[src/rtl/pll_lock_sequencer.sv]
// pll_lock_sequencer
// Clock-lock supervisor and staged reset sequencer. It runs on the PLL
// reference clock. It pulses the PLL reset and qualifies the PLL lock with a
// run-length filter. If lock does not qualify in time, it retries the PLL, and
// it gives up (sticky fail) after MAX_RETRY consecutive timeouts. Once lock is
// qualified, it releases the downstream domain resets one at a time, lowest
// bit first.
//
// Ports:
//   clkin      reference clock, the only clock
//   reset      synchronous active-high reset
//   pll_lock   raw PLL lock (asynchronous, synchronised internally)
//   pll_reset  reset to the PLL primitive, active-high
//   locked     qualified lock
//   rst_out    per-domain resets, active-high, bit 0 released first
//   retry_cnt  consecutive lock-timeout count, cleared on reaching RUN
//   loss_cnt   lock-loss events since reset, saturating at 255
//   fail       sticky, set after MAX_RETRY consecutive timeouts
module pll_lock_sequencer #(
  parameter int NUM_DOMAINS  = 3,
  parameter int RESET_PULSE  = 16,
  parameter int LOCK_FILTER  = 256,
  parameter int LOCK_TIMEOUT = 65536,
  parameter int STAGE_GAP    = 8,
  parameter int MAX_RETRY    = 4
) (
  input  logic                   clkin,
  input  logic                   reset,
  input  logic                   pll_lock,
  output logic                   pll_reset,
  output logic                   locked,
  output logic [NUM_DOMAINS-1:0] rst_out,
  output logic [7:0]             retry_cnt,
  output logic [7:0]             loss_cnt,
  output logic                   fail
);

  localparam int PW = $clog2(RESET_PULSE) + 1;
  localparam int FW = $clog2(LOCK_FILTER) + 1;
  localparam int TW = $clog2(LOCK_TIMEOUT) + 1;
  localparam int GW = $clog2(STAGE_GAP) + 1;

  localparam logic [PW-1:0]          PULSE_LAST  = PW'(RESET_PULSE - 1);
  localparam logic [FW-1:0]          FILTER_MAX  = FW'(LOCK_FILTER);
  localparam logic [TW-1:0]          TIMEOUT_MAX = TW'(LOCK_TIMEOUT);
  localparam logic [GW-1:0]          GAP_MAX     = GW'(STAGE_GAP);
  localparam logic [7:0]             RETRY_MAX   = 8'(MAX_RETRY);
  localparam logic [NUM_DOMAINS-1:0] ALL_ONES    = '1;

  typedef enum logic [2:0] {
    PLL_RST,
    WAIT_LOCK,
    RELEASE,
    RUN,
    FAIL
  } state_t;

  state_t                   state_q, state_d;
  logic [1:0]               sync_q;
  logic                     lockS;
  logic [PW-1:0]            pulse_q, pulse_d;
  logic [FW-1:0]            filter_q, filter_d, filterInc;
  logic [TW-1:0]            timeout_q, timeout_d, timeoutInc;
  logic [GW-1:0]            gap_q, gap_d, gapInc;
  logic                     pllReset_q, pllReset_d;
  logic                     locked_q, locked_d;
  logic [NUM_DOMAINS-1:0]   rstOut_q, rstOut_d, rstShift;
  logic [7:0]               retry_q, retry_d, retryInc;
  logic [7:0]               loss_q, loss_d;
  logic                     fail_q, fail_d;

  assign lockS = sync_q[1];

  // Next-state and next-output logic. Every output is computed here as a
  // next value and registered below, so no input reaches an output
  // combinationally. Staged release is a left shift of rst_out that brings in
  // zeros, so bits can only clear from bit 0 upward.
  always_comb begin
    state_d    = state_q;
    pulse_d    = pulse_q;
    filter_d   = filter_q;
    timeout_d  = timeout_q;
    gap_d      = gap_q;
    pllReset_d = pllReset_q;
    locked_d   = locked_q;
    rstOut_d   = rstOut_q;
    retry_d    = retry_q;
    loss_d     = loss_q;
    fail_d     = fail_q;
    filterInc  = lockS ? filter_q + 1'b1 : '0;
    timeoutInc = timeout_q + 1'b1;
    gapInc     = gap_q + 1'b1;
    retryInc   = retry_q + 8'd1;
    rstShift   = rstOut_q << 1;

    case (state_q)
      PLL_RST: begin
        if (pulse_q == PULSE_LAST) begin
          state_d    = WAIT_LOCK;
          pllReset_d = 1'b0;
          filter_d   = '0;
          timeout_d  = '0;
        end else begin
          pulse_d = pulse_q + 1'b1;
        end
      end

      // Lock qualification is tested first so it wins a tie with the timeout.
      WAIT_LOCK: begin
        filter_d  = filterInc;
        timeout_d = timeoutInc;
        if (filterInc == FILTER_MAX) begin
          locked_d = 1'b1;
          rstOut_d = ALL_ONES << 1;
          gap_d    = '0;
          if (NUM_DOMAINS == 1) begin
            state_d = RUN;
            retry_d = '0;
          end else begin
            state_d = RELEASE;
          end
        end else if (timeoutInc == TIMEOUT_MAX) begin
          retry_d    = retryInc;
          pllReset_d = 1'b1;
          pulse_d    = '0;
          if (retryInc == RETRY_MAX) begin
            state_d = FAIL;
            fail_d  = 1'b1;
          end else begin
            state_d = PLL_RST;
          end
        end
      end

      // A single low lock sample in RELEASE or RUN counts as a loss.
      RELEASE, RUN: begin
        if (!lockS) begin
          state_d    = PLL_RST;
          pllReset_d = 1'b1;
          pulse_d    = '0;
          locked_d   = 1'b0;
          rstOut_d   = ALL_ONES;
          if (loss_q != 8'hFF) begin
            loss_d = loss_q + 8'd1;
          end
        end else if (state_q == RELEASE) begin
          if (gapInc == GAP_MAX) begin
            gap_d    = '0;
            rstOut_d = rstShift;
            if (rstShift == '0) begin
              state_d = RUN;
              retry_d = '0;
            end
          end else begin
            gap_d = gapInc;
          end
        end
      end

      FAIL: begin
        state_d = FAIL;
      end

      default: begin
        state_d = PLL_RST;
      end
    endcase
  end

  // State, counters, synchroniser and registered outputs. Reset is sampled
  // on the clock edge and wins over everything, including mid-release.
  always_ff @(posedge clkin) begin
    if (reset) begin
      state_q    <= PLL_RST;
      sync_q     <= 2'b00;
      pulse_q    <= '0;
      filter_q   <= '0;
      timeout_q  <= '0;
      gap_q      <= '0;
      pllReset_q <= 1'b1;
      locked_q   <= 1'b0;
      rstOut_q   <= ALL_ONES;
      retry_q    <= '0;
      loss_q     <= '0;
      fail_q     <= 1'b0;
    end else begin
      state_q    <= state_d;
      sync_q     <= {sync_q[0], pll_lock};
      pulse_q    <= pulse_d;
      filter_q   <= filter_d;
      timeout_q  <= timeout_d;
      gap_q      <= gap_d;
      pllReset_q <= pllReset_d;
      locked_q   <= locked_d;
      rstOut_q   <= rstOut_d;
      retry_q    <= retry_d;
      loss_q     <= loss_d;
      fail_q     <= fail_d;
    end
  end

  assign pll_reset = pllReset_q;
  assign locked    = locked_q;
  assign rst_out   = rstOut_q;
  assign retry_cnt = retry_q;
  assign loss_cnt  = loss_q;
  assign fail      = fail_q;

endmodule

[config.mk]
export PLATFORM = sky130hd
export DESIGN_NAME = pll_lock_sequencer
export DESIGN_NICKNAME = d
export VERILOG_FILES = /design/src/rtl/pll_lock_sequencer.sv
export SDC_FILE = /design/constraint.sdc
export NUM_CORES = 1
export LEC_CHECK = 0
export ABC_AREA = 1
export BUFFER_PORTS_ARGS = -buffer_cell sky130_fd_sc_hd__buf_2
export CAP_MARGIN = 15
export CORE_MARGIN = 2
export CORE_UTILIZATION = 50
export CTS_CLUSTER_DIAMETER = 50
export DETAILED_ROUTE_END_ITERATION = 10
export MAX_ROUTING_LAYER = met4
export PLACE_DENSITY = 0.68
export SYNTH_ARGS = -nofsm -noshare
export SYNTH_HDL_FRONTEND = slang
export SYNTH_SLANG_ARGS = --single-unit
[constraint.sdc]
create_clock -name clkin -period 2.9 [get_ports clkin]
set_clock_uncertainty 0.05 [all_clocks]
set_input_delay 0.145 -clock clkin [delete_from_list [all_inputs] [get_ports clkin]]
set_output_delay 0.145 -clock clkin [all_outputs]
set_load 0.01 [all_outputs]
## Yosys cells after proc, flatten, opt, wreduce, memory -nomap -nowiden

Index checks and enable logic that the tools add are counted.

- Add/subtract/negate cells: 6
- Multiply operators: 0
- Div/mod/pow operators: 0
- Magnitude comparators: 0
- Eq/ne operators: 24
- Shifts and indexed selects: 0
- Muxes and demuxes: 44
- Bitwise logic cells: 2
- Reduce and logical (&&, ||, !) cells: 16

Operator list:

| kind | count |
|---|---|
| $mux 8 | 6 |
| $mux 3 | 12 |
| $pmux 17 s2 | 1 |
| $mux 5 | 4 |
| $ne 2x2->1 const B | 10 |
| $mux 9 | 2 |
| $pmux 9 s2 | 1 |
| $add 17x1->17 const B | 1 |
| $eq 17x17->1 const B | 1 |
| $mux 17 | 1 |
| $add 8x1->8 const B | 2 |
| $mux 4 | 4 |
| $pmux 8 s2 | 1 |
| $pmux 5 s3 | 1 |
| $reduce_and 5->1 | 3 |
| $ne 3x3->1 const B | 4 |
| $pmux 3 s4 | 1 |
| $reduce_and 4->1 | 3 |
| $add 9x1->9 const B | 1 |
| $eq 9x9->1 const B | 1 |
| $eq 8x3->1 const B | 1 |
| $ne 8x8->1 const B | 1 |
| $pmux 4 s2 | 1 |
| $reduce_and 7->1 | 1 |
| other kinds (18) | 28 |

- Bits in registers: 62
- Latch bits: 0
- RAM bits: 0
- Bits in read-only memories: 0
- Input port bits: 3
- Output and inout bits: 22
- Logic and storage cells: 104
- Memories: 0

## Depth between registers and ports, before layout

- Depth in word-level cells: 6
- Mapped depth: 16
- Gate-level depth less buffers: 15

## Least setup slack after synthesis

OpenSTA, ideal clock, no wires.

- Kind: flip-flop to flip-flop
- From: register timeout_q[0]
- To: register retry_q[6], in the netlist retry_cnt[6]
- Library setup time: 0.128 ns
- Arrival time: 1.882 ns
- Data required time: 2.722 ns
- Slack: 0.841 ns
- Stages on the path, launching flop included: 16
- Cell sequence: dfxtp_1 > ha_1 > nand3_2 > nor2_2 > nand2_1 > nand2_1 > nand2_1 > nor2_1 > nand3_1 > nor2_4 > nor2_4 > nor2_4 > buf_6 > nand2_1 > o21ai_0 > nor2_1

- Longest elaborated chain between the ends: 4

Ends and longest elaborated chain:

| element | RTL line | source |
|---|---|---|
| from (decl) | 63 | `logic [TW-1:0] timeout_q, timeout_d, timeoutInc;` |
| from (signal assigned) | 191 | `timeout_q <= timeout_d;` |
| $add 17x1->17 | 91 | `timeoutInc = timeout_q + 1'b1;` |
| $eq 17x17->1 | 122 | `end else if (timeoutInc == TIMEOUT_MAX) begin` |
| $ne 2x2->1 (no line) | n/a |  |
| $reduce_and 7->1 (no line) | n/a |  |
| to (signal assigned) | 196 | `retry_q <= retry_d;` |
| to (decl) | 68 | `logic [7:0] retry_q, retry_d, retryInc;` |

Every way passes these cells.
A chain may end at the register's enable or synchronous reset.

## Worst setup path after layout

- From: register timeout_q[0]
- To: register retry_q[0], in the netlist retry_cnt[0]

Same word-level chain as after synthesis.

==> impl_metrics.py <==
metrics = {
    "clock_network": {
        "cts_sinks": 62,
        "cts_made_buffers": 9,
        "cts_max_path_buffers": 2,
        "tritoncts": "done",
        "cts_root_buf": "clkbuf_8",
        "clkLatencyLatePin_ns": 0.33,
        "htree_levels": 3,
        "post_cts_buffers": 0,
        "path_clk_slew_ns": 0.07,
    },
    "synthesis": {
        "yosysWarnings": 0,
        "ys_top_cells_by_area": "dfxtp_1 (35%), nand2_1 (16%), nor2_1 (7.6%), inv_1 (6.4%), nand3_1 (5.8%)",
        "synth-seq-cells": 62,
        "syn-num-nets": 557,
        "synthFlopType": "dfxtp_1",
        "avgSynthCellArea_um2": 6.495,
        "synth_edf_count": 0,
        "synth_top_cell_area_share_pct": 35.13,
        "synth.distinct_cells": 33,
        "yosys.area.top_type": "dfxtp_1",
        "synth_area_um2": 3533,
        "synth_async_sr_flop_share_pct": 0,
        "yosysSeqAreaShare_pct": 35.13,
        "synth_cells": 544,
    },
    "worst_setup_path": {
        "cp_common_cell": "nand2_1",
        "critPathSlowestCell": "dfxtp_1",
        "cp-end-kind": "flip-flop",
        "max_stage_delay_ns": 0.43,
        "worstPathArrival_ns": 2.66,
        "cp_max_fo": 13,
        "cp.required_ns": 3.08,
        "crit_chain": "ha_1, nand3_2, nor2_2, nand2_1, nand2_1, nand2_1, nor2_1, nand3_1, nor2_4, nor2_4, nor2_4, o21ai_0, nand2_1, nor2_1",
        "criticalPathCategory": "flip-flop to flip-flop",
        "start_kind": "flip-flop",
    },
    "grt": {
        "globalRouteOverflowTotal": 0,
        "antenna_found_initial": 0,
        "grt_usage_pct": 22.43,
        "grt_pass1_wl_um": 13480,
        "grt_pass1_vias": 3113,
        "grt_max_degree": 45,
    },
    "routing": {
        "ant_nets": 0,
        "wl_per_cell_um": 11.69,
        "viasPerCell": 5.151,
        "drt_iter0_drc": 196,
        "dr.pass1.iters": 4,
        "drc": 0,
        "wirelength_um": 7847,
        "vias": 3456,
    },
    "place": {
        "gp_congestion": 0.8603,
        "io_buffers": 24,
        "dp_hpwl_um": 5629,
        "dp_cells": 655,
    },
    "timing": {
        "relSlewSlack_pct": 60.99,
        "worstMarginPinSlew_ns": 0.5845,
        "hold_viol": 0,
        "finalSetupTns_ns": 0,
        "hold_ws_ns": 0.3076,
        "setup-violations-final": 0,
        "post-route-period-util_pct": 85.70,
        "achievable-frequency_ghz": 0.4024,
        "grt_setup_unrepaired": "false",
        "drv_slew": 0,
        "period_minus_slack_ns": 2.485,
    },
    "power_and_ir_drop": {
        "p_leak_uw": 0.001583,
        "totalPowerFinal_uw": 1989,
        "ir_drop_v": 0.0003283,
        "power.density_nw_per_um2": 499.5,
    },
    "outcome": {
        "status": "completed",
    },
    "floorplan": {
        "dieWidth_um": 88.07,
        "io_pins": 25,
        "dieArea_um2": 7755,
        "rows": 30,
        "die_h_um": 88.07,
        "start_util_pct": 51.72,
        "core_um2": 6832,
    },
    "run": {
        "drv_cap": 0,
    },
    "final_layout": {
        "drive_gt1_share_pct": 11.30,
        "final_cell_mix": "nand2_1 (155), nor2_1 (72), dfxtp_1 (62)",
        "stdcell_count": 671,
        "nNetsFinal": 584,
        "area_growth_pct": 12.71,
        "mostFrequentLayoutCell": "nand2_1",
        "antenna_cells": 0,
    },
    "worst_hold_path": {
        "min_path_type": "input pin to flip-flop",
    },
}
==> final timing paths <==
path	slack [ns]	cells past startpoint	to	start
worst max-delay path	0.41	14	retry_cnt[0]	timeout_q[0]
worst min-delay path	0.31	3	rst_out[1]	reset
worst max register to register	0.41	14	retry_cnt[0]	timeout_q[0]
worst min register to register	0.35	2	sync_q[1]	sync_q[0]
==> layout make-up <==
class                      count  area (um2)
timing repair buffer          30       167.7
clock inverter                 4       70.07
tap                           96       120.1
fill                         695        2849
inverter                      60       225.2
sequential                    62        1241
clock buffer                  11       151.4
multi-input combinational    408        2007
==> layer usage <==
metal	track usage, %	routed length (um)	vias to the layer above
li1	-	-	1821
met1	27.56	3723	1575
met2	36.64	3730	51
met3	4.430	300	9
met4	8.127	92	0
met5	-	0	-
==> Yosys cell counts, types with 2 or more instances <==
master,count
a211oi_1,5
a21oi_1,39
buf_1,2
clkbuf_1,9
dfxtp_1,62
ha_1,10
inv_1,60
nand2_1,155
nand2_2,4
nand3_1,41
nand3_2,4
nand4_1,22
nor2_1,72
nor2_2,4
nor2_4,5
nor3_1,3
o21ai_0,21
o21ai_1,2
o21bai_1,4
xor2_1,7
==> what timing repair did <==
item,4_1_cts,5_1_grt
endpoints found under the hold margin,1,0
endpoints found under the setup margin,0,1
resized for setup,0,1
hold buffers,1,0
==> logic make-up after synthesis <==
group / after synthesis / synth area share [%]
AOI/OAI and AO/OA: 75 / 11.65
xor gates and xnor gates: 8 / 1.983
adders and majority gates: 10 / 3.541
buffers and inverters: 74 / 8.215
DFF: 62 / 35.13
and+or+nand+nor: 315 / 39.48
==> sequential cells by signal, summed over array words and instances, names as in the netlist <==
register	flops
rst_out	3
retry_cnt	8
timeout_q	17
pulse_q	5
loss_cnt	8
locked	1
gap_q	4
filter_q	9
pll_reset	1
sync_q	2
state_q	3
fail	1
==> stage by stage <==
step	util [%]	worst slack (ns)	cell area [um2]
4_1_cts	58.30	0.3317	3983
3_5_place_dp	54.91	0.3598	3751
6_report	58.30	0.4146	3983
2_1_floorplan	-	0.8409	3533
5_1_grt	58.30	0.08790	3983
3_3_place_gp	54.91	0.4484	3751
==> worst max-delay path, delay by kind of cell, from the launching register on <==
family,cells,cell delay [ns]
flops,1,0.43
compound gates,1,0.14
fa+ha+maj,1,0.31
simple gates,12,1.45
==> report_power, final <==
part           internal, uW  total, uW  leakage, uW  switching [uW]
Combinational          73.0        211     0.000966             138
Clock                   523        859     0.000115             336
Sequential              884        920     0.000502            35.3
Note: power is estimated with default switching activity, not from simulation.
